==> src/rtl/clk_gen_pkg.sv <==
// Shared types for the multi-channel clock generator: channel states, config
// record and the config legality check.
package clk_gen_pkg;

  // Config fields are carried at a fixed width so the record is CNT_W-agnostic.
  localparam int CFG_W = 16;

  typedef enum logic [1:0] {
    IDLE = 2'd0,
    HIGH = 2'd1,
    LOW  = 2'd2
  } ch_state_e;

  typedef struct packed {
    logic [CFG_W-1:0] period;
    logic [CFG_W-1:0] high;
  } cfg_t;

  function automatic logic cfg_ok(input cfg_t c);
    return (c.period >= CFG_W'(2)) && (c.high != '0) && (c.high < c.period);
  endfunction

endpackage

==> src/rtl/clk_gen_multi_if.sv <==
// Config handshake and per-channel clock bus of clk_gen_multi.
interface clk_gen_multi_if #(
  parameter int NUM_CH = 4,
  parameter int CNT_W  = 8
);
  localparam int CH_W = (NUM_CH > 1) ? $clog2(NUM_CH) : 1;

  logic              cfg_valid;
  logic              cfg_ready;
  logic [CH_W-1:0]   cfg_ch;
  logic [CNT_W-1:0]  cfg_period;
  logic [CNT_W-1:0]  cfg_high;
  logic              cfg_err;
  logic [NUM_CH-1:0] en;
  logic [NUM_CH-1:0] clk_out;
  logic [NUM_CH-1:0] running;

  modport master (
    output cfg_valid, cfg_ch, cfg_period, cfg_high, en,
    input  cfg_ready, cfg_err, clk_out, running
  );

  modport slave (
    input  cfg_valid, cfg_ch, cfg_period, cfg_high, en,
    output cfg_ready, cfg_err, clk_out, running
  );
endinterface

==> src/rtl/clk_gen_ch.sv <==
// One clock channel: IDLE/HIGH/LOW FSM with a phase counter, active config and
// a single-entry shadow config that is only adopted at a period boundary.
module clk_gen_ch
  import clk_gen_pkg::*;
#(
  parameter int CNT_W      = 8,
  parameter int RST_PERIOD = 4,
  parameter int RST_HIGH   = 2
) (
  input  logic clk,
  input  logic rst,
  input  logic en,
  input  logic wr,
  input  cfg_t wr_cfg,
  output logic pending,
  output logic clk_out,
  output logic running
);

  localparam cfg_t RST_CFG = '{period: CFG_W'(RST_PERIOD), high: CFG_W'(RST_HIGH)};

  ch_state_e        state, state_n;
  logic [CNT_W-1:0] cnt, cnt_n;
  cfg_t             active, active_n, shadow, eff;
  logic             pending_n, clk_out_n, running_n;
  logic             hit_high, hit_period, boundary;

  always_comb begin
    hit_high   = (CFG_W'(cnt) == active.high);
    hit_period = (CFG_W'(cnt) == active.period);
    boundary   = (state == IDLE) || ((state == LOW) && hit_period);
    eff        = (pending && boundary) ? shadow : active;

    state_n   = state;
    cnt_n     = cnt;
    active_n  = boundary ? eff : active;
    clk_out_n = clk_out;
    running_n = running;
    // A write at a boundary is never the one applied there: it waits for the next.
    pending_n = wr | (pending & ~boundary);

    case (state)
      IDLE: begin
        if (en) begin
          state_n   = HIGH;
          cnt_n     = CNT_W'(1);
          clk_out_n = 1'b1;
          running_n = 1'b1;
        end
      end
      HIGH: begin
        cnt_n = cnt + 1'b1;
        if (hit_high) begin
          state_n   = LOW;
          clk_out_n = 1'b0;
        end
      end
      LOW: begin
        if (!hit_period) begin
          cnt_n = cnt + 1'b1;
        end else if (en) begin
          state_n   = HIGH;
          cnt_n     = CNT_W'(1);
          clk_out_n = 1'b1;
        end else begin
          state_n   = IDLE;
          cnt_n     = '0;
          running_n = 1'b0;
        end
      end
      default: begin
        state_n   = IDLE;
        cnt_n     = '0;
        clk_out_n = 1'b0;
        running_n = 1'b0;
      end
    endcase
  end

  always_ff @(posedge clk or posedge rst) begin
    if (rst) begin
      state   <= IDLE;
      cnt     <= '0;
      active  <= RST_CFG;
      shadow  <= RST_CFG;
      pending <= 1'b0;
      clk_out <= 1'b0;
      running <= 1'b0;
    end else begin
      state   <= state_n;
      cnt     <= cnt_n;
      active  <= active_n;
      pending <= pending_n;
      clk_out <= clk_out_n;
      running <= running_n;
      if (wr) shadow <= wr_cfg;
    end
  end

endmodule

==> src/rtl/clk_gen_multi.sv <==
// Multi-channel programmable clock generator: config decode/handshake and
// NUM_CH independent clk_gen_ch channels.
module clk_gen_multi
  import clk_gen_pkg::*;
#(
  parameter int NUM_CH     = 4,
  parameter int CNT_W      = 8,
  parameter int RST_PERIOD = 4,
  parameter int RST_HIGH   = 2
) (
  input  logic           clk,
  input  logic           rst,
  clk_gen_multi_if.slave bus
);

  logic [NUM_CH-1:0] pending, wr, clk_out_w, running_w;
  logic              in_range, pend_sel, fire, accept;
  cfg_t              req;

  always_comb begin
    req.period = CFG_W'(bus.cfg_period);
    req.high   = CFG_W'(bus.cfg_high);
    in_range   = (int'(bus.cfg_ch) < NUM_CH);
    // Out-of-range channels read as not pending so the request transfers and is rejected.
    pend_sel = 1'b0;
    for (int i = 0; i < NUM_CH; i++) begin
      if (int'(bus.cfg_ch) == i) pend_sel = pending[i];
    end
  end

  assign bus.cfg_ready = !pend_sel;
  assign fire          = bus.cfg_valid && !pend_sel;
  assign accept        = fire && in_range && cfg_ok(req);

  always_comb begin
    wr = '0;
    for (int i = 0; i < NUM_CH; i++) begin
      wr[i] = accept && (int'(bus.cfg_ch) == i);
    end
  end

  always_ff @(posedge clk or posedge rst) begin
    if (rst) bus.cfg_err <= 1'b0;
    else     bus.cfg_err <= fire && !accept;
  end

  for (genvar i = 0; i < NUM_CH; i++) begin : g_ch
    clk_gen_ch #(
      .CNT_W     (CNT_W),
      .RST_PERIOD(RST_PERIOD),
      .RST_HIGH  (RST_HIGH)
    ) u_ch (
      .clk    (clk),
      .rst    (rst),
      .en     (bus.en[i]),
      .wr     (wr[i]),
      .wr_cfg (req),
      .pending(pending[i]),
      .clk_out(clk_out_w[i]),
      .running(running_w[i])
    );
  end

  assign bus.clk_out = clk_out_w;
  assign bus.running = running_w;

endmodule
==> src/flat_wrapper.sv <==
// flat-port wrapper written by rule: the top's interface ports become plain ports
module clk_gen_multi_flat import clk_gen_pkg::*;
#(
  parameter int NUM_CH     = 4,
  parameter int CNT_W      = 8,
  parameter int RST_PERIOD = 4,
  parameter int RST_HIGH   = 2
)
  (clk, rst, bus_cfg_valid, bus_cfg_ch, bus_cfg_period, bus_cfg_high, bus_en, bus_cfg_ready, bus_cfg_err, bus_clk_out, bus_running);
  clk_gen_multi_if #(.NUM_CH(NUM_CH), .CNT_W(CNT_W)) bus_i ();
  input  logic clk;
  input  logic rst;
  input wire logic [$bits(bus_i.cfg_valid)-1:0] bus_cfg_valid;
  input wire logic [$bits(bus_i.cfg_ch)-1:0] bus_cfg_ch;
  input wire logic [$bits(bus_i.cfg_period)-1:0] bus_cfg_period;
  input wire logic [$bits(bus_i.cfg_high)-1:0] bus_cfg_high;
  input wire logic [$bits(bus_i.en)-1:0] bus_en;
  output wire logic [$bits(bus_i.cfg_ready)-1:0] bus_cfg_ready;
  output wire logic [$bits(bus_i.cfg_err)-1:0] bus_cfg_err;
  output wire logic [$bits(bus_i.clk_out)-1:0] bus_clk_out;
  output wire logic [$bits(bus_i.running)-1:0] bus_running;
  assign bus_i.cfg_valid = bus_cfg_valid;
  assign bus_i.cfg_ch = bus_cfg_ch;
  assign bus_i.cfg_period = bus_cfg_period;
  assign bus_i.cfg_high = bus_cfg_high;
  assign bus_i.en = bus_en;
  assign bus_cfg_ready = bus_i.cfg_ready;
  assign bus_cfg_err = bus_i.cfg_err;
  assign bus_clk_out = bus_i.clk_out;
  assign bus_running = bus_i.running;
  clk_gen_multi #(.NUM_CH(NUM_CH), .CNT_W(CNT_W), .RST_PERIOD(RST_PERIOD), .RST_HIGH(RST_HIGH)) u_core (.clk(clk), .rst(rst), .bus(bus_i));
endmodule
==> config.mk <==
export PLATFORM = sky130hd
export DESIGN_NAME = clk_gen_multi_flat
export DESIGN_NICKNAME = d
export VERILOG_FILES = /design/src/rtl/clk_gen_pkg.sv /design/src/rtl/clk_gen_multi_if.sv /design/src/rtl/clk_gen_ch.sv /design/src/rtl/clk_gen_multi.sv /design/src/flat_wrapper.sv
export SDC_FILE = /design/constraint.sdc
export NUM_CORES = 1
export LEC_CHECK = 0
export ABC_CLOCK_PERIOD_IN_PS = 7100
export CAP_MARGIN = 20
export CELL_PAD_IN_SITES_DETAIL_PLACEMENT = 2
export CELL_PAD_IN_SITES_GLOBAL_PLACEMENT = 2
export CORE_UTILIZATION = 39
export DETAILED_ROUTE_END_ITERATION = 10
export PLACE_DENSITY_LB_ADDON = 0.1
export SLEW_MARGIN = 10
export SYNTH_ARGS = -nofsm -noshare
export SYNTH_HDL_FRONTEND = slang
export SYNTH_SLANG_ARGS = --single-unit
==> constraint.sdc <==
create_clock -name clk -period 7.1 [get_ports clk]
set_clock_uncertainty 0.2 [all_clocks]
set_input_delay 2.13 -clock clk [delete_from_list [all_inputs] [get_ports clk]]
set_output_delay 2.13 -clock clk [all_outputs]
set_load 0.03 [all_outputs]
; ---- After elaboration in Yosys (flattened, before gate mapping)
; Cells that the tools add are included.
[totals]
word_cells = 211
mem_bits_ro = 0
mem_count = 0
output_inout_bits = 10
input_bits = 25
latchBits = 0
register_bits = 181
ram_bits = 0
[op_classes]
eq_ne = 35
reduce_logical = 45
n_shift = 0
n_lt_le_gt_ge = 2
n_mul = 0
bitwise_logic = 16
addsub = 4
div_mod_pow = 0
n_mux = 72
[ops]
columns = op, n
row1 = 8-bit one-hot mux with 3 select lines, 4
row2 = 8-bit equality test, 8
row3 = 8-bit 2-to-1 mux, 8
row4 = 1-bit 2-to-1 mux, 36
row5 = 8-bit by 1-bit adder with 8-bit output (second input constant), 4
row6 = 2-bit != test (second input constant), 16
row7 = 2-bit 2-to-1 mux, 12
row8 = 1-bit one-hot mux with 3 select lines, 8
row9 = 2-bit one-hot mux with 3 select lines, 4
row10 = 1-bit logical AND, 17
row11 = 2-bit AND reduction, 8
row12 = 4-bit AND reduction, 4
row13 = 16-bit nonzero test, 1
row14 = 2-bit equality test (second input constant), 6
row15 = 3-bit AND reduction, 4
row16 = 2-bit by 1-bit equality test with 1-bit output (second input constant), 5
row17 = 2-bit logical NOT, 5
row18 = 8-bit by 2-bit greater-or-equal comparator with 1-bit output (second input constant), 1
row19 = 8-bit less-than comparator, 1
row20 = 1-bit inverter, 8
row21 = 1-bit bitwise AND, 4
row22 = 1-bit logical OR, 4
row23 = 1-bit OR, 4
row24 = 1-bit logical NOT, 2

; ---- Longest topological paths before layout
[logic_depth]
ltp_word = 10
ltp_mapped = 9
ltp_nobuf = 7

; ---- Hierarchy
; Synthesis repeated with hierarchy kept, for this count alone.
[unflattened]
hier_cells = 1479
area_unflattened_um2 = 15383.5
[modules_own_cells]
columns = module, area_per_inst_um2, seq_area_each_um2, cells_each, n_inst
row1 = clk_gen_ch, 3761.1, 1931.9, 359, 4
row2 = clk_gen_multi, 339.1, 25.0, 43, 1

; ---- Least setup slack after synthesis
; OpenSTA, ideal clock, no wires.
[synth_path]
kind = input to output
start = input port bus_cfg_ch[0]
end = output port bus_cfg_ready
slack_ns = 1.930
required_ns = 4.770
stages = 2
n_path_buf = 0
arrival_ns = 2.840
path_cell_list = mux4_2 -> inv_1
[synth_between]
elab_chain_len = 6
word_cells_on_any_way = 9
classes_between = 3 x eq/ne / 4 x mux / 2 x reduce/logical
[synth_rtl]
columns = element, line
row1 = "start, declared", flat_wrapper.sv:14  ; input wire logic [$bits(bus_i.cfg_ch)-1:0] bus_cfg_ch;
row2 = 2-bit logical NOT, clk_gen_multi.sv:27  ; if (int'(bus.cfg_ch) == i) pend_sel = pending[i];
row3 = 1-bit 2-to-1 mux (3 in series), clk_gen_multi.sv:27
row4 = 1-bit 2-to-1 mux *, clk_gen_multi.sv:27
row5 = 1-bit logical NOT *, clk_gen_multi.sv:31  ; assign bus.cfg_ready = !pend_sel;
row6 = "end, declared", flat_wrapper.sv:18  ; output wire logic [$bits(bus_i.cfg_ready)-1:0] bus_cfg_ready;
; Mark *: on every way between the ends. The rest lies on a longest branch, timed or not.

; ---- Final worst setup path
; Same ends and word-level chain as after synthesis.

==> run_results.csv <==
group,metric,value,unit
detailed_routing,drc,0,
setup_path,cp-startpoint,"bus_cfg_ch[0]",
floorplanning,rows,53,
global_route,grt_pass1_wl,32530,µm
synth,yosysTopAreaCell,"dfrtp_1",
global_route,track_usage,19.23,%
clock_network,htree_levels,4,
clock_network,post_cts_resize_count,0,
synth,synth_seq_area_share,53.33,%
setup_path,crit_path_end,"bus_cfg_ready",
pwr,peakVddDrop,0.1494,mV
final_layout,nets,722,
final_layout,fin_area,9597,µm²
synth,synth_nets,703,
detailed_routing,initialDrtViolationCount,144,
setup_path,reg2reg_from,"u_core.g_ch[2].u_ch.pending",
synth,synth_area,8531,µm²
final_layout,drive_above_1_share,26.47,%
synth,netlist_top_cells_count,"165 x dfrtp_1, 102 x mux2_2, 48 x xor2_1",
synth,synth_edf_count,0,
floorplanning,ioPinCount,35,
clock_network,clk_path_buf_depth,2,
placed_design,dp_slack,0.8022,ns
placed_design,hpwl,13910,µm
synth,netlist.area_leader.share,48.40,%
setup_path,crit_required,4.77,ns
final_layout,fillCellCount,2122,
synth,syn_area_per_cell,12.79,µm²
timing,setup_viol,0,
pwr,p_per_area,421.9,nW/µm²
clock_network,cts_setup_buffers,0,
final_layout,diodes,0,
timing,setup_tns,0,ns
min_path,min_path_type,"flip-flop to flip-flop",
timing,post-route-min-period,6.288,ns
synth,synth-seq-cells,181,
placed_design,placed_area,9001,µm²
clock_network,cts_sinks,181,
clock_network,cts_tree,"yes",
timing,hold_viol,0,
timing,worst-slew-pin-transition,0.9686,ns
synth,yosys-top-cells-area,"dfrtp_1 48%, mux2_2 13%, dfstp_2 4.9%",
global_route,antenna_found_initial,1,
floorplanning,die_w,149.9,µm
floorplanning,initial_core_util,40.20,%
clock_network,cts_hold_buf,0,
setup_path,crit_path_frequent_cell,"clkdlybuf4s50_1",
pwr,power_switching,0.001361,W
placed_design,io_buffers,34,
global_route,overflow,0,
setup_path,worstSetupPathType,"input port to output port",
timing,fin_crit_sh,88.57,%
setup_path,slowest_delay,0.66,ns
synth,synth_top_flop_cell,"dfrtp_1",
setup_path,worst-path-buf-inv,3,
synth,synth_most_common_cell,"dfrtp_1",
setup_path,cp_top_family,"buffers and inverters",
setup_path,rr_worst_depth,5,
synth,ys_types,61,
final_layout,area_delta_synth_final,12.50,%
job,cap_violations,0,
floorplanning,fp.dieH,149.9,µm
run_status,status,"complete, no violations",
setup_path,cp_slowest_cell,"clkdlybuf4s50_1",
setup_path,r2r-end,"u_core.g_ch[2].u_ch.shadow[23]",
pwr,leakage,4.183,nW
detailed_routing,antenna_left,0,
timing,rsz0062_at_grt,"false",
placed_design,gp_congestion,0.7834,
pwr,seqPwrFrac,46.6,%
timing,drv_slew,0,
timing,post-route-worst-setup-slack,0.8116,ns
setup_path,path_depth,4,
setup_path,startpoint_type,"input port",
clock_network,clk_latency,0.43,ns
setup_path,crit_chain,"clkdlybuf4s50_1 -> mux4_2 -> inv_1 -> clkdlybuf4s50_1",
floorplanning,coreArea,21220,µm²
timing,relSlewSlack,35.43,%
clock_network,numCtsBuffers,17,
setup_path,worstPathArrival,3.96,ns
setup_path,r2r_slack,4.14,ns
global_route,grt_max_degree,182,
setup_path,cp-end-kind,"output port",
clock_network,clk_pin_slew,0.07,ns
detailed_routing,wl_per_cell,20.56,µm
final_layout,final_core_util,45.22,%
setup_path,cp_max_fo,5,
synth,synth_async_sr_flop_share,100.0,%
pwr,sw_frac_of_total,33.61,%
clock_network,clock_tree.root_cell,"clkbuf_16",
synth,netlist_instances,667,
global_route,grt_pass1_vias,5816,
synth,yosysWarnings,0,
pwr,clockPowerShare,23.8,%
detailed_routing,dr.pass1.iters,4,
detailed_routing,vias,5143,
floorplanning,die_area,22470,µm²
detailed_routing,wl,20030,µm
pwr,p_int,0.002688,W
timing,max_freq,159.0,MHz
detailed_routing,routed_via_density,5.280,
pwr,power_frac_comb,29.6,%
## cells in the final DEF (no fill, tap or decap), types with 2 or more instances in the layout
master	netlist	routed
a221oi_1	4	4
clkbuf_16	0	17
a21oi_1	16	16
o21ai_0	17	17
clkinvlp_4	0	3
nand3_1	9	9
ha_1	11	11
mux2_4	18	18
nor4_1	9	9
xnor2_1	37	37
dfrtp_1	165	165
inv_6	0	5
nor3_1	8	8
clkdlybuf4s50_1	0	34
nor2b_1	7	7
o21a_1	4	4
and3_1	5	5
nand2b_1	4	4
o22a_1	4	4
dfstp_2	16	16
nor3_4	3	3
clkinv_4	0	4
a22o_1	2	2
or3_1	3	3
mux2_2	102	102
a21o_1	5	5
xor2_1	48	48
nor4_2	2	2
inv_1	18	17
mux2_1	8	8
o21ai_1	2	2
bufinv_16	0	2
nor2_1	35	35
o211a_1	2	2
nand3b_1	4	4
nand4_1	14	14
nand2_1	22	22
o22ai_1	4	4
## layer usage
metal  part of all wire [%]  global-route usage [%]  vias up
li1                       -                       -     2368
met1                     44                   23.87     2715
met2                     53                   34.31       42
met3                    1.7                   3.140       18
met4                    1.3                   5.354        0
met5                      0                       0        -
## sequential cells by signal, indices dropped and copies added (netlist names)
signal / cells
u_core.g_ch.u_ch.active: 64
u_core.g_ch.u_ch.shadow: 64
u_core.g_ch.u_ch.cnt: 32
u_core.g_ch.u_ch.state: 8
u_core.g_ch.u_ch.clk_out: 4
u_core.g_ch.u_ch.pending: 4
u_core.g_ch.u_ch.running: 4
u_core.bus.cfg_err: 1
## through the flow
step	hold slack, ns	std cells	total power, W
finish	0.3018	974	0.004049
floorplan	0.2503	667	0.002762
global placement	0.2668	942	0.003016
CTS	0.3022	974	0.004118
detailed placement	0.2780	942	0.003119
global route	0.3154	974	0.004311
## how the worst min path moves through the flow
| stage | startpoint | to | slack [ns] | depth (start not counted) |
|---|---|---|---|---|
| floorplan | u_core.g_ch[3].u_ch.shadow[16] | u_core.g_ch[3].u_ch.active[16] | 0.25 | 1 |
| global placement | u_core.g_ch[3].u_ch.shadow[22] | u_core.g_ch[3].u_ch.shadow[22] | 0.27 | 1 |
| detailed placement | u_core.g_ch[3].u_ch.shadow[0] | u_core.g_ch[3].u_ch.active[0] | 0.28 | 1 |
| CTS | u_core.g_ch[3].u_ch.shadow[16] | u_core.g_ch[3].u_ch.shadow[16] | 0.30 | 1 |
| global route | u_core.g_ch[3].u_ch.shadow[16] | u_core.g_ch[3].u_ch.shadow[16] | 0.32 | 1 |
| finish | u_core.g_ch[3].u_ch.shadow[16] | u_core.g_ch[3].u_ch.shadow[16] | 0.30 | 1 |
## area by class of cell
cell class / instances / area [µm²] / share of cell area, %
inverters: 18 / 71.32 / 0.7432
repair buffers: 36 / 367.9 / 3.833
clock inverters: 15 / 170.2 / 1.773
well taps: 275 / 344.1 / 3.585
flip-flops and latches: 181 / 4549 / 47.41
clock buffers: 17 / 425.4 / 4.433
multi-input cells: 432 / 3669 / 38.23
## cells by family (layout without fill, tap and decap cells)
logic type	after synthesis	after routing	share of synthesized area, %
xor+xnor	85	85	8.727
compound gates	75	75	6.190
buf+inv	54	86	3.667
flops	181	181	53.33
fa+ha+maj	11	11	1.613
mux	130	130	18.07
simple gates	131	131	8.404
## power groups by stage
| stage | combinational [W] | sequential, W | clock, W |
|---|---|---|---|
| final | 0.00120 | 0.00189 | 0.000963 |
| after floorplan | 0.00104 | 0.00173 | 0 |
| after CTS | 0.00123 | 0.00190 | 0.000991 |
| after global routing | 0.00133 | 0.00196 | 0.00102 |
| after global placement | 0.00115 | 0.00187 | 0 |
| after detailed placement | 0.00121 | 0.00191 | 0 |
Power figures use the tool's default switching activity.
